File: src/rtl/serial_subtractor_if.sv
// Operand/result bundle of the bit-serial subtractor.
// The requester drives start/a/b; the subtractor returns status and the held result.
interface serial_subtractor_if #(
    parameter int unsigned WIDTH = 8
);
    logic             start;
    logic [WIDTH-1:0] a;
    logic [WIDTH-1:0] b;
    logic             busy;
    logic             done;
    logic [WIDTH-1:0] diff;
    logic             borrow_out;
    logic             zero;

    modport master (
        output start, a, b,
        input  busy, done, diff, borrow_out, zero
    );

    modport slave (
        input  start, a, b,
        output busy, done, diff, borrow_out, zero
    );
endinterface

File: src/rtl/serial_subtractor.sv
// Bit-serial unsigned subtractor: diff = a - b, LSB first, one full-subtractor
// cell plus a borrow flop, one bit per clock (IDLE -> RUN -> DONE -> IDLE).
module serial_subtractor #(
    parameter int unsigned WIDTH = 8
) (
    input  logic                clk,
    input  logic                rst_n,
    serial_subtractor_if.slave  bus
);
    localparam int unsigned CNT_W = (WIDTH > 1) ? $clog2(WIDTH) : 1;

    typedef enum logic [1:0] {
        S_IDLE = 2'd0,
        S_RUN  = 2'd1,
        S_DONE = 2'd2
    } state_t;

    state_t           state;
    logic [WIDTH-1:0] a_sh;
    logic [WIDTH-1:0] b_sh;
    logic [WIDTH-1:0] res;
    logic             br;
    logic [CNT_W-1:0] cnt;

    logic             busy;
    logic             done;
    logic [WIDTH-1:0] diff;
    logic             borrow_out;
    logic             zero;

    logic             d_c;
    logic             br_c;
    logic [WIDTH-1:0] res_c;

    // Full-subtractor cell on the current LSBs and the running borrow.
    always_comb begin
        d_c   = a_sh[0] ^ b_sh[0] ^ br;
        br_c  = (~a_sh[0] & b_sh[0]) | (~(a_sh[0] ^ b_sh[0]) & br);
        res_c = {d_c, res[WIDTH-1:1]};
    end

    // Sequencer and datapath; the published result only moves on entry to DONE.
    always_ff @(posedge clk or negedge rst_n) begin
        if (!rst_n) begin
            state      <= S_IDLE;
            a_sh       <= '0;
            b_sh       <= '0;
            res        <= '0;
            br         <= 1'b0;
            cnt        <= '0;
            busy       <= 1'b0;
            done       <= 1'b0;
            diff       <= '0;
            borrow_out <= 1'b0;
            zero       <= 1'b0;
        end else begin
            case (state)
                S_IDLE: begin
                    if (bus.start) begin
                        a_sh  <= bus.a;
                        b_sh  <= bus.b;
                        res   <= '0;
                        br    <= 1'b0;
                        cnt   <= '0;
                        busy  <= 1'b1;
                        state <= S_RUN;
                    end
                end
                S_RUN: begin
                    a_sh <= a_sh >> 1;
                    b_sh <= b_sh >> 1;
                    res  <= res_c;
                    br   <= br_c;
                    cnt  <= cnt + CNT_W'(1);
                    if (cnt == CNT_W'(WIDTH - 1)) begin
                        state      <= S_DONE;
                        done       <= 1'b1;
                        diff       <= res_c;
                        borrow_out <= br_c;
                        zero       <= (res_c == '0);
                    end
                end
                S_DONE: begin
                    done  <= 1'b0;
                    busy  <= 1'b0;
                    state <= S_IDLE;
                end
                default: begin
                    done  <= 1'b0;
                    busy  <= 1'b0;
                    state <= S_IDLE;
                end
            endcase
        end
    end

    assign bus.busy       = busy;
    assign bus.done       = done;
    assign bus.diff       = diff;
    assign bus.borrow_out = borrow_out;
    assign bus.zero       = zero;
endmodule

File: src/flat_wrapper.sv
// flat-port wrapper written by rule: the top's interface ports become plain ports
module serial_subtractor_flat 
#(
    parameter int unsigned WIDTH = 8
)
  (clk, rst_n, bus_start, bus_a, bus_b, bus_busy, bus_done, bus_diff, bus_borrow_out, bus_zero);
  serial_subtractor_if #(.WIDTH(WIDTH)) bus_i ();
  input  logic clk;
  input  logic rst_n;
  input wire logic [$bits(bus_i.start)-1:0] bus_start;
  input wire logic [$bits(bus_i.a)-1:0] bus_a;
  input wire logic [$bits(bus_i.b)-1:0] bus_b;
  output wire logic [$bits(bus_i.busy)-1:0] bus_busy;
  output wire logic [$bits(bus_i.done)-1:0] bus_done;
  output wire logic [$bits(bus_i.diff)-1:0] bus_diff;
  output wire logic [$bits(bus_i.borrow_out)-1:0] bus_borrow_out;
  output wire logic [$bits(bus_i.zero)-1:0] bus_zero;
  assign bus_i.start = bus_start;
  assign bus_i.a = bus_a;
  assign bus_i.b = bus_b;
  assign bus_busy = bus_i.busy;
  assign bus_done = bus_i.done;
  assign bus_diff = bus_i.diff;
  assign bus_borrow_out = bus_i.borrow_out;
  assign bus_zero = bus_i.zero;
  serial_subtractor #(.WIDTH(WIDTH)) u_core (.clk(clk), .rst_n(rst_n), .bus(bus_i));
endmodule
File: config.mk
export PLATFORM = sky130hd
export DESIGN_NAME = serial_subtractor_flat
export DESIGN_NICKNAME = d
export VERILOG_FILES = /design/src/rtl/serial_subtractor_if.sv /design/src/rtl/serial_subtractor.sv /design/src/flat_wrapper.sv
export SDC_FILE = /design/constraint.sdc
export NUM_CORES = 1
export LEC_CHECK = 0
export CAP_MARGIN = 10
export CORE_ASPECT_RATIO = 1.2
export CORE_MARGIN = 3
export CORE_UTILIZATION = 35
export DETAILED_ROUTE_END_ITERATION = 8
export PLACE_DENSITY = 0.59
export SLEW_MARGIN = 0
export SYNTH_ARGS = -nofsm -noshare
export SYNTH_HDL_FRONTEND = slang
export SYNTH_SLANG_ARGS = --single-unit
File: constraint.sdc
create_clock -name clk -period 1.9 [get_ports clk]
set_clock_uncertainty 0.15 [all_clocks]
set_input_delay 0.475 -clock clk [delete_from_list [all_inputs] [get_ports clk]]
set_output_delay 0.475 -clock clk [all_outputs]
set_load 0.02 [all_outputs]
-- Word-level counts from Yosys, hierarchy flattened
Index checks and enable logic that the tools add are counted.
- add/subtract/negate cells: 1
- $mul: 0
- bitwise gates (word level): 9
- equality and inequality tests: 4
- shift-type cells: 0
- order comparisons: 0
- divide/modulo/power cells: 0
- reduce and logical (&&, ||, !) cells: 8
- multiplexer cells: 17
- operator list (cell ; count):
    8-bit one-hot mux with 2 select lines ; 3
    8-bit 2-to-1 mux ; 3
    2-bit AND reduction ; 5
    8-bit logical NOT ; 1
    1-bit one-hot mux with 2 select lines ; 3
    3-bit one-hot mux with 2 select lines ; 1
    2-bit 2-to-1 mux ; 2
    1-bit NOT ; 4
    2-bit one-hot mux with 2 select lines ; 1
    3-bit by 1-bit adder with 3-bit output, second input constant ; 1
    3-bit == test, second input constant ; 1
    1-bit 2-to-1 mux ; 3
    3-bit 2-to-1 mux ; 1
    1-bit bitwise AND ; 2
    2-bit by 1-bit == test with 1-bit output, second input constant ; 1
    2-bit logical NOT ; 1
    2-bit by 1-bit != test with 1-bit output, second input constant ; 1
    2-bit != test, second input constant ; 1
    2-bit nonzero test ; 1
    1-bit bitwise XOR ; 2
    1-bit OR ; 1
- bits in writable memories: 0
- bits in read-only memories: 0
- bits in registers: 42
- bits in latches: 0
- bits of input ports: 19
- memories: 0

-- Logic depth before layout (Yosys ltp)
Gate-level depths: netlist (run 1).
- word-level depth: 5
- gate-level depth with buffers: 6

-- Worst setup path after synthesis (run 1)
No wires, ideal clock.
- path type: register -> register
- start: register u_core.cnt[0]
- end: register u_core.diff[1] (netlist: u_core.bus.diff[1])
- setup slack: 296 ps
- arrival time: 1330 ps
- cell stages (with the launch flop): 6
- period minus slack after synthesis: 1604 ps
- library setup time: 125 ps
- required time: 1625 ps
- path buffers: 1
- cells stage by stage: dfrtp_1 > ha_1 > ha_1 > nand3b_4 > buf_6 > mux2_2
- word-level cells in the longest chain between the ends: 2
- RTL lines (what ; line ; source):
    start, declared ; serial_subtractor.sv:23 ; logic [CNT_W-1:0] cnt;
    start signal, assigned ; serial_subtractor.sv:74 ; cnt <= cnt + CNT_W'(1);
    3-bit == test ; serial_subtractor.sv:75 ; if (cnt == CNT_W'(WIDTH - 1)) begin
    2-bit AND reduction (no source line) ; - ;
    end signal, assigned ; serial_subtractor.sv:78 ; diff <= res_c;
    end, declared ; serial_subtractor.sv:27 ; logic [WIDTH-1:0] diff;
Every way passes these cells.
A chain may end at the register's enable or synchronous reset.

-- Final worst setup path (run 1)
- start: register u_core.cnt[0]
- end: register u_core.diff[4] (netlist: u_core.bus.diff[4])
The elaborated chain is that of the path after synthesis.

==> results.ini, run 1 <==
[finish]
final-instance-count-excl-fill=230
final_core_util=0.475
insertedDiodeCount=0
final_common_cell=dfrtp_1
fin_nets=193
area_delta_synth_final_pct=27.3
drive_above_1_share=0.151
final_cell_mix=dfrtp_1, nand2_1, clkdlybuf4s50_1, mux2i_1, dlymetal6s2s_1

[placed_design]
place_inst=222
place_ws_ns=0.0220
gp_congestion=0.705
hpwl_um=2250
portBuffers=30

[timing]
worst_slew_pin_slew_ns=0.504
hold_slack_ns=0.0931
worst_slack_ns=0.268
fmax_mhz=613
drv_slew=0
relSlewSlack=0.664
finalHoldViolCount=0
rsz0062_at_grt=false
finalCritPeriodShare=0.859
fin_setup_tns_ns=0
setup_viol=0
period_needed_ns=1.63

[setup_path]
slowest_stage=dfrtp_1
critical_path.cell_chain=ha_1 > ha_1 > nand3b_4 > mux2_2
r2r-end=u_core.bus.diff[4]
arrival_ns=1.66
r2r-start=u_core.cnt[0]
cp_max_fo=13
path_buf_inv=0
cp-start-kind=register
cpMostUsedCell=ha_1
worstPathRequired_ns=1.93
reg2reg_slack_ns=0.27
path_class=reg2reg
crit_path_max_incr_delay_ns=0.40
end_kind=register
reg2reg_depth=4
cp_top_family=adder cells

[routing]
route.detailed.drc=0
viasPerCell=4.91
first_pass_iters=4
wl_per_cell_um=13.3
drt-initial-drc-count=52
routed_wl_um=3050
vias=1130
ant_nets=0

[synthesis]
syn_area_mm2=0.00175
yosys.area.top_type=dfrtp_1
ys_ff_latch=41
synth-edff-count=0
syn_area_per_cell_um2=12.8
synthFlopType=dfrtp_1
syn_nets=159
synth-warning-count=0
synth_top_cell_area_share=0.586
yosys-top-cells-area=dfrtp_1, mux2i_1, a22o_1
synth_cells=137
synth_cell_types=23
ys_seq_area_frac=0.586
synthArstFlopShare=1.00

[clock_tree]
cts_made_buffers=5
cts_tree=yes
clkTransAtPathRegs_ns=0.08
clock_sinks=41
clock_path_buffers=2
clock-root-buffer=clkbuf_8
htree_num_levels=2
cts_hold_buf=0
clock_latency_ns=0.29

[global_routing]
grt_max_degree=42
grt_pass1_vias=1191
overflow=0
antenna_found_initial=0
grt.total_usage=0.117
grt_pass1_wl_um=5540

[status]
status=completed

[run]
maxCapViolCount=0

[floorplanning]
dieArea_mm2=0.00589
core_mm2=0.00470
start_util=0.373
num_io_pins=31
die_y_um=83.5
rows=27
die_w_um=70.6

[hold_path]
min-delay-path-class=in2async

[pwr]
peakVddDrop_mv=0.621
p_leak_nw=1.21
p_per_area_mw_per_mm2=1630

-- stage by stage --
step / area [um^2] / total power [mW]
after floorplan: 1750 / 2.55
after global placement: 2080 / 2.93
after detailed placement: 2080 / 2.99
after CTS: 2200 / 3.73
after global routing: 2230 / 3.92
final: 2230 / 3.64
-- power by group --
| group | internal, mW | switching [mW] |
|---|---|---|
| clock | 0.427 | 0.298 |
| combinational | 0.736 | 0.678 |
| sequential | 1.25 | 0.248 |
-- Yosys cell counts, types with 2 or more instances --
master and n:
buf_6 4, nor4_1 2, a21oi_1 3, dfrtp_1 41, o21ai_1 10, nor2_1 2, mux2_2 8, a22o_1 11
mux2i_1 14, ha_1 2, buf_2 3, o21ai_0 6, inv_1 4, nand2_1 18
-- sequential cells by signal (all words and copies together), names as in the netlist --
register               count
u_core.a_sh                8
u_core.b_sh                8
u_core.br                  1
u_core.bus.borrow_out      1
u_core.bus.busy            1
u_core.bus.diff            8
u_core.bus.done            1
u_core.bus.zero            1
u_core.cnt                 3
u_core.res                 7
u_core.state               2
-- kinds of logic after synthesis --
logic type | share of synthesized area
buf+inv | 0.0571
fa+ha+maj | 0.0257
flops | 0.586
mux | 0.138
simple gates | 0.0736
compound gates | 0.120
-- metal layers --
layer  up-vias  share of wire  global-route usage
met4         0          0.016              0.0410
met1       540           0.45               0.146
met2        37           0.48               0.193
li1        548              -                   -
met5         -              0                   0
met3         5          0.053              0.0325
-- final cells by class --
cell class | instances | area, um^2
Inverter | 4 | 15.0
Multi-Input combinational cell | 83 | 626
Timing Repair Buffer | 36 | 370
Fill cell | 416 | 2470
Tap cell | 58 | 72.6
Clock inverter | 2 | 37.5
Sequential cell | 41 | 1030
Clock buffer | 6 | 82.6
-- what timing repair did --
item,CTS,global route
buffers inserted,0,0
gates resized for setup,0,12
endpoints found under the setup margin,0,12
-- worst reg2reg max path, delay by kind of cell, from the launching register on --
| family | cells | cell delay, ns |
|---|---|---|
| adder cells (fa/ha/maj) | 2 | 0.45 |
| flip-flops | 1 | 0.40 |
| multiplexers | 1 | 0.36 |
| AND/OR/NAND/NOR | 1 | 0.18 |
-- how the worst max path moves through the flow --
stage	from	endpoint	slack, ns	cells past startpoint
after floorplan	u_core.cnt[0]	u_core.bus.diff[1]	0.30	5
after global placement	bus_start	u_core.a_sh[1]	0.08	4
after detailed placement	bus_start	u_core.a_sh[1]	0.02	4
after CTS	u_core.bus.zero	bus_zero	0.004	1
after global routing	u_core.b_sh[0]	u_core.bus.zero	0.15	5
final	u_core.cnt[0]	u_core.bus.diff[4]	0.27	4
(Power assumes the default switching activity.)
==> run 2: changes to the inputs <==
Settings changed: CORE_UTILIZATION 35 to 32, PLACE_DENSITY 0.59 to 0.55.
==> run 2 against run 1 <==
  * Combinational power grew 5%
  * Die area grew 8.6%
  * Via count shrank 0.44%
  * Maximum frequency shrank 12%
  * Wire length shrank 0.56%
==> results.ini, run 2 (same netlist as run 1, synthesis figures left out) <==
[timing]
drv_slew=0
worst_slack_ns=0.0503
setup_viol=0
hold_slack_ns=0.0801
rsz0062_at_grt=false
period_needed_ns=1.85
finalCritPeriodShare=0.974
finalHoldViolCount=0
fin_setup_tns_ns=0
worst_slew_pin_slew_ns=0.504
relSlewSlack=0.664
fmax_mhz=541

[placed_design]
hpwl_um=2200
gp_congestion=0.645
portBuffers=30
place_ws_ns=0.0817

[routing]
vias=1125
first_pass_iters=2
route.detailed.drc=0
wl_per_cell_um=13.1
routed_wl_um=3030
drt-initial-drc-count=32
ant_nets=0
viasPerCell=4.85

[pwr]
p_per_area_mw_per_mm2=1580
peakVddDrop_mv=0.419
p_leak_nw=1.17

[finish]
final_cell_mix=dfrtp_1, nand2_1, clkdlybuf4s50_1, mux2i_1, a22o_1
seqCellArea_mm2=0.00103
final_common_cell=dfrtp_1
top_regs=u_core.a_sh: 8 flops, u_core.b_sh: 8 flops, u_core.bus.diff: 8 flops
drive_above_1_share=0.151
num-fill-cells=491
multi_input_area_um2=626
area_delta_synth_final_pct=26.4
final_core_util=0.433
insertedDiodeCount=0
fin_nets=193

[setup_path]
critical_path.cell_chain=clkdlybuf4s50_1
cp_max_fo=2
worstSetupEndpoint=bus_diff[4]
path_class=reg2out
crit_path_max_incr_delay_ns=0.60
worstSetupStartpoint=u_core.bus.diff[4]
slowest_stage=clkdlybuf4s50_1
reg2reg_slack_ns=0.28
end_kind=primary output
path_buf_inv=1
worstPathRequired_ns=1.27
cp-start-kind=register
r2r-end=u_core.bus.diff[5]
r2r-start=u_core.cnt[0]
arrival_ns=1.22
reg2reg_depth=4
path_depth=1
cp_top_family=buffers and inverters

[clock_tree]
clock_sinks=41
cts_tree=yes
clock_path_buffers=2
htree_num_levels=2
clock_latency_ns=0.29
cts_made_buffers=5
clock-root-buffer=clkbuf_8
clkTransAtPathRegs_ns=0.08

[global_routing]
grt_pass1_wl_um=5200
grt_max_degree=42
grt.total_usage=0.105
grt_pass1_vias=1113
antenna_found_initial=0
overflow=0

[floorplanning]
die_w_um=73.5
num_io_pins=31
core_mm2=0.00511
die_y_um=87.1
start_util=0.342
rows=28
dieArea_mm2=0.00640

[status]
status=completed

[hold_path]
min-delay-path-class=in2async

[run]
maxCapViolCount=0

## run 2: cell count changes in the layout (fill, tap and decap cells not counted)
| cell | delta |
|---|---|
| dlymetal6s2s_1 | -3 |
| buf_12 | +2 |
| buf_4 | -2 |
| clkinv_2 | +2 |
| dlygate4sd2_1 | +2 |
| bufinv_16 | -1 |
| clkbuf_8 | -1 |
| clkdlybuf4s50_1 | +1 |
## run 2: repair_timing
item / 4_1_cts / 5_1_grt
endpoints found under the hold margin: 0 / 0
hold buffers: 0 / 0
gates resized for setup: 2 / 9
setup endpoints to repair: 2 / 9
buffers inserted: 0 / 0
pin swaps: 0 / 0
## run 2: how the worst min path moves through the flow
stage | from | endpoint | slack (ns)
3_5_place_dp | u_core.br | u_core.br | 0.32
4_1_cts | rst_n | u_core.bus.diff[2] | 0.1
6_report | rst_n | u_core.bus.diff[3] | 0.08
3_3_place_gp | u_core.br | u_core.br | 0.31
5_1_grt | rst_n | u_core.bus.diff[2] | 0.12
2_1_floorplan | rst_n | u_core.a_sh[0] | 0.03
## run 2: final cells by class
| type | instances | share of cell area |
|---|---|---|
| Inverter | 4 | 0.00678 |
| Sequential cell | 41 | 0.464 |
| Timing Repair Buffer | 36 | 0.174 |
| Clock buffer | 5 | 0.0311 |
| Tap cell | 60 | 0.0339 |
| Multi-Input combinational cell | 83 | 0.283 |
| Clock inverter | 3 | 0.00791 |
## run 2: through the flow
stage | instances | power (mW) | cell area, um^2
final | 232 | 3.50 | 2210
after global routing | 232 | 3.78 | 2210
after CTS | 232 | 3.60 | 2190
after detailed placement | 224 | 3.05 | 2110
after global placement | 224 | 3.00 | 2110
after floorplan | 137 | 2.55 | 1750
## run 2: power breakdown
group / total, mW / switching (mW) / internal [mW]
logic: 1.48 / 0.705 / 0.771
registers: 1.48 / 0.230 / 1.25
clock network: 0.546 / 0.293 / 0.253
total: 3.50 / 1.23 / 2.28
## run 2: metal layers
layer	up-vias	wire [um]	global-route usage
li1	553	-	-
met1	549	1350	0.132
met2	17	1490	0.165
met3	6	119	0.0300
met4	0	72	0.0494
met5	-	0	0
==> variant: new RTL, settings of run 2 <==
The 3 states of `state_t` get a one-hot encoding in 3 bits.
--- a/src/rtl/serial_subtractor.sv
+++ b/src/rtl/serial_subtractor.sv
@@ -9,10 +9,10 @@
 );
     localparam int unsigned CNT_W = (WIDTH > 1) ? $clog2(WIDTH) : 1;
 
-    typedef enum logic [1:0] {
-        S_IDLE = 2'd0,
-        S_RUN  = 2'd1,
-        S_DONE = 2'd2
+    typedef enum logic [2:0] {
+        S_IDLE = 3'b001,
+        S_RUN  = 3'b010,
+        S_DONE = 3'b100
     } state_t;
 
     state_t           state;
Function: same outputs for any inputs over 10 cycles, from zero or initial values and one cycle with rst_n low; not proved beyond that.
==> variant against run 2 <==
  * Total power up 5.2%
  * Count of clock-buffer cells in the layout up 2
  * Final area up 21%
  * Routed wire length up 41%
  * Sequential cell count up 1
  * Largest power group is now combinational cells
  * Worst setup slack worse by 13 ps
  * Synthesized area up 22%
  * Final cell count up 36%
  * Synthesized cell count up 42%
  * Register-to-register slack worse by 130 ps
  * Global-route usage up 1.6 points
  * Utilization down 1.6 points
  * Non-clock buffer count up 4
==> variant: results (changes against run 2) <==
[status]
status=completed

[final_layout]
antenna_cells=0  ; unchanged
drive_gt1_share_pct=16.09  ; +0.97 points
reg.largest.list=u_core.a_sh (8), u_core.b_sh (8), u_core.bus.diff (8)
nets=251  ; +30%

[critical_path]
r2r_slack_ps=150  ; -130 ps
reg2reg_to=u_core.b_sh[3]
r2r_start=u_core.state[2]
reg2reg_depth=3  ; -1
slowest_stage=clkdlybuf4s50_1
cp_top_family=buffers and inverters
worstPathArrival_ps=1240  ; +20 ps

[place]
dp_worst_setup_slack_ps=-49.47  ; -131.2 ps
dp_cells=306  ; +37%
place.gp.congestion=0.7426  ; +15%
hpwl_mm=2.807  ; +27%
place_area_um2=2564  ; +22%

[timing]
worst_slack_ps=37.38  ; -12.88 ps
holdWs_ps=0.4503  ; -79.61 ps
worst_pin_slew_ps=608.5  ; +104.5 ps

[yosys]
syn_nets=216  ; +36%
ys_types=33  ; +43%
ys_seq_area_share_pct=49.10  ; -9.5 points
synth_common_cells=dfrtp_1, nor2_1, inv_1
syn_area_per_cell_um2=11.05  ; -14%
synth_area_leaders=dfrtp_1, a221oi_2, mux2i_1

[drt]
routedWlPerCell_um=13.60  ; +4.0%
drt_iter0_drc=79  ; +150%
dr_wl_met2_mm=2.020  ; +35%
routed-via-count=1545  ; +37%
first_pass_iters=4  ; +2
routedLengthMet1_mm=1.994  ; +48%
viasPerCell=4.905  ; +1.1%
wl_met3_um=206  ; +73%

[grt]
grt-ovfl-total=0  ; unchanged
grt_antenna_before_repair=0  ; unchanged
grt_max_degree=43  ; +2.4%
grt_use_total_pct=12.11  ; +1.6 points
grt_pass1_wl_mm=7.362  ; +42%
grt_pass1_vias=1566  ; +41%

[pwr]
vdd_drop_max_mv=0.5902  ; +41%
p_leak_nw=1.291  ; +10%

[cts]
clk_path_buf_depth=2  ; unchanged
cts-htree-levels=2  ; unchanged
cts_root_buf=clkbuf_8
clk_pin_slew_ps=80  ; about the same

-- variant: cell count changes after synthesis, sizes merged, moves of 4 or more --
cell and change:
nor2 +26, a221oi +14, inv +12, a21oi +11, a22o -11, nand2 -11
o21ai -10, o22ai +9, buf +4
-- variant: logic make-up (layout without fill, tap and decap cells) --
kind of cell,count (synthesis),in the layout,synth area share [%]
compound gates,49,49,18.62
simple gates,49,50,12.26
flops,42,42,49.10
buf+inv,29,64,7.180
mux,22,22,10.74
fa+ha+maj,3,3,2.101
-- variant: layout make-up --
cell class	count	area [µm²]
inverters	16	60.06
clock inverters	1	30.03
fillers	653	3761
clock buffers	7	76.32
repair buffers	40	416.7
flip-flops and latches	42	1052
multi-input cells	124	943.4
well taps	85	106.4
-- variant: report_power, final --
part | switching, mW | internal, mW | leakage, nW
Clock | 0.300 | 0.393 | 0.0524
Combinational | 0.813 | 0.760 | 0.717
Sequential | 0.254 | 1.16 | 0.521
-- variant: worst max path at each step --
stage,cells past startpoint,end,startpoint
2_1_floorplan,5,u_core.bus.diff[2],u_core.cnt[0]
3_3_place_gp,5,u_core.a_sh[0],bus_start
3_5_place_dp,5,u_core.a_sh[0],bus_start
4_1_cts,1,bus_diff[7],u_core.bus.diff[7]
5_1_grt,1,bus_diff[6],u_core.bus.diff[6]
6_report,1,bus_diff[0],u_core.bus.diff[0]
-- variant: timing repair --
action | in CTS | in global routing
setup endpoints to repair | 3 | 20
cloned | 0 | 1
setup buffers | 0 | 0
pin swaps | 0 | 1
hold endpoints to repair | 0 | 0
gates resized for setup | 3 | 5
-- variant: layer usage --
metal / global-route usage (%) / vias to the layer above
li1: - / 758
met1: 15.28 / 743
met2: 20.37 / 38
met3: 2.552 / 6
met4: 4.366 / 0
met5: 0 / -
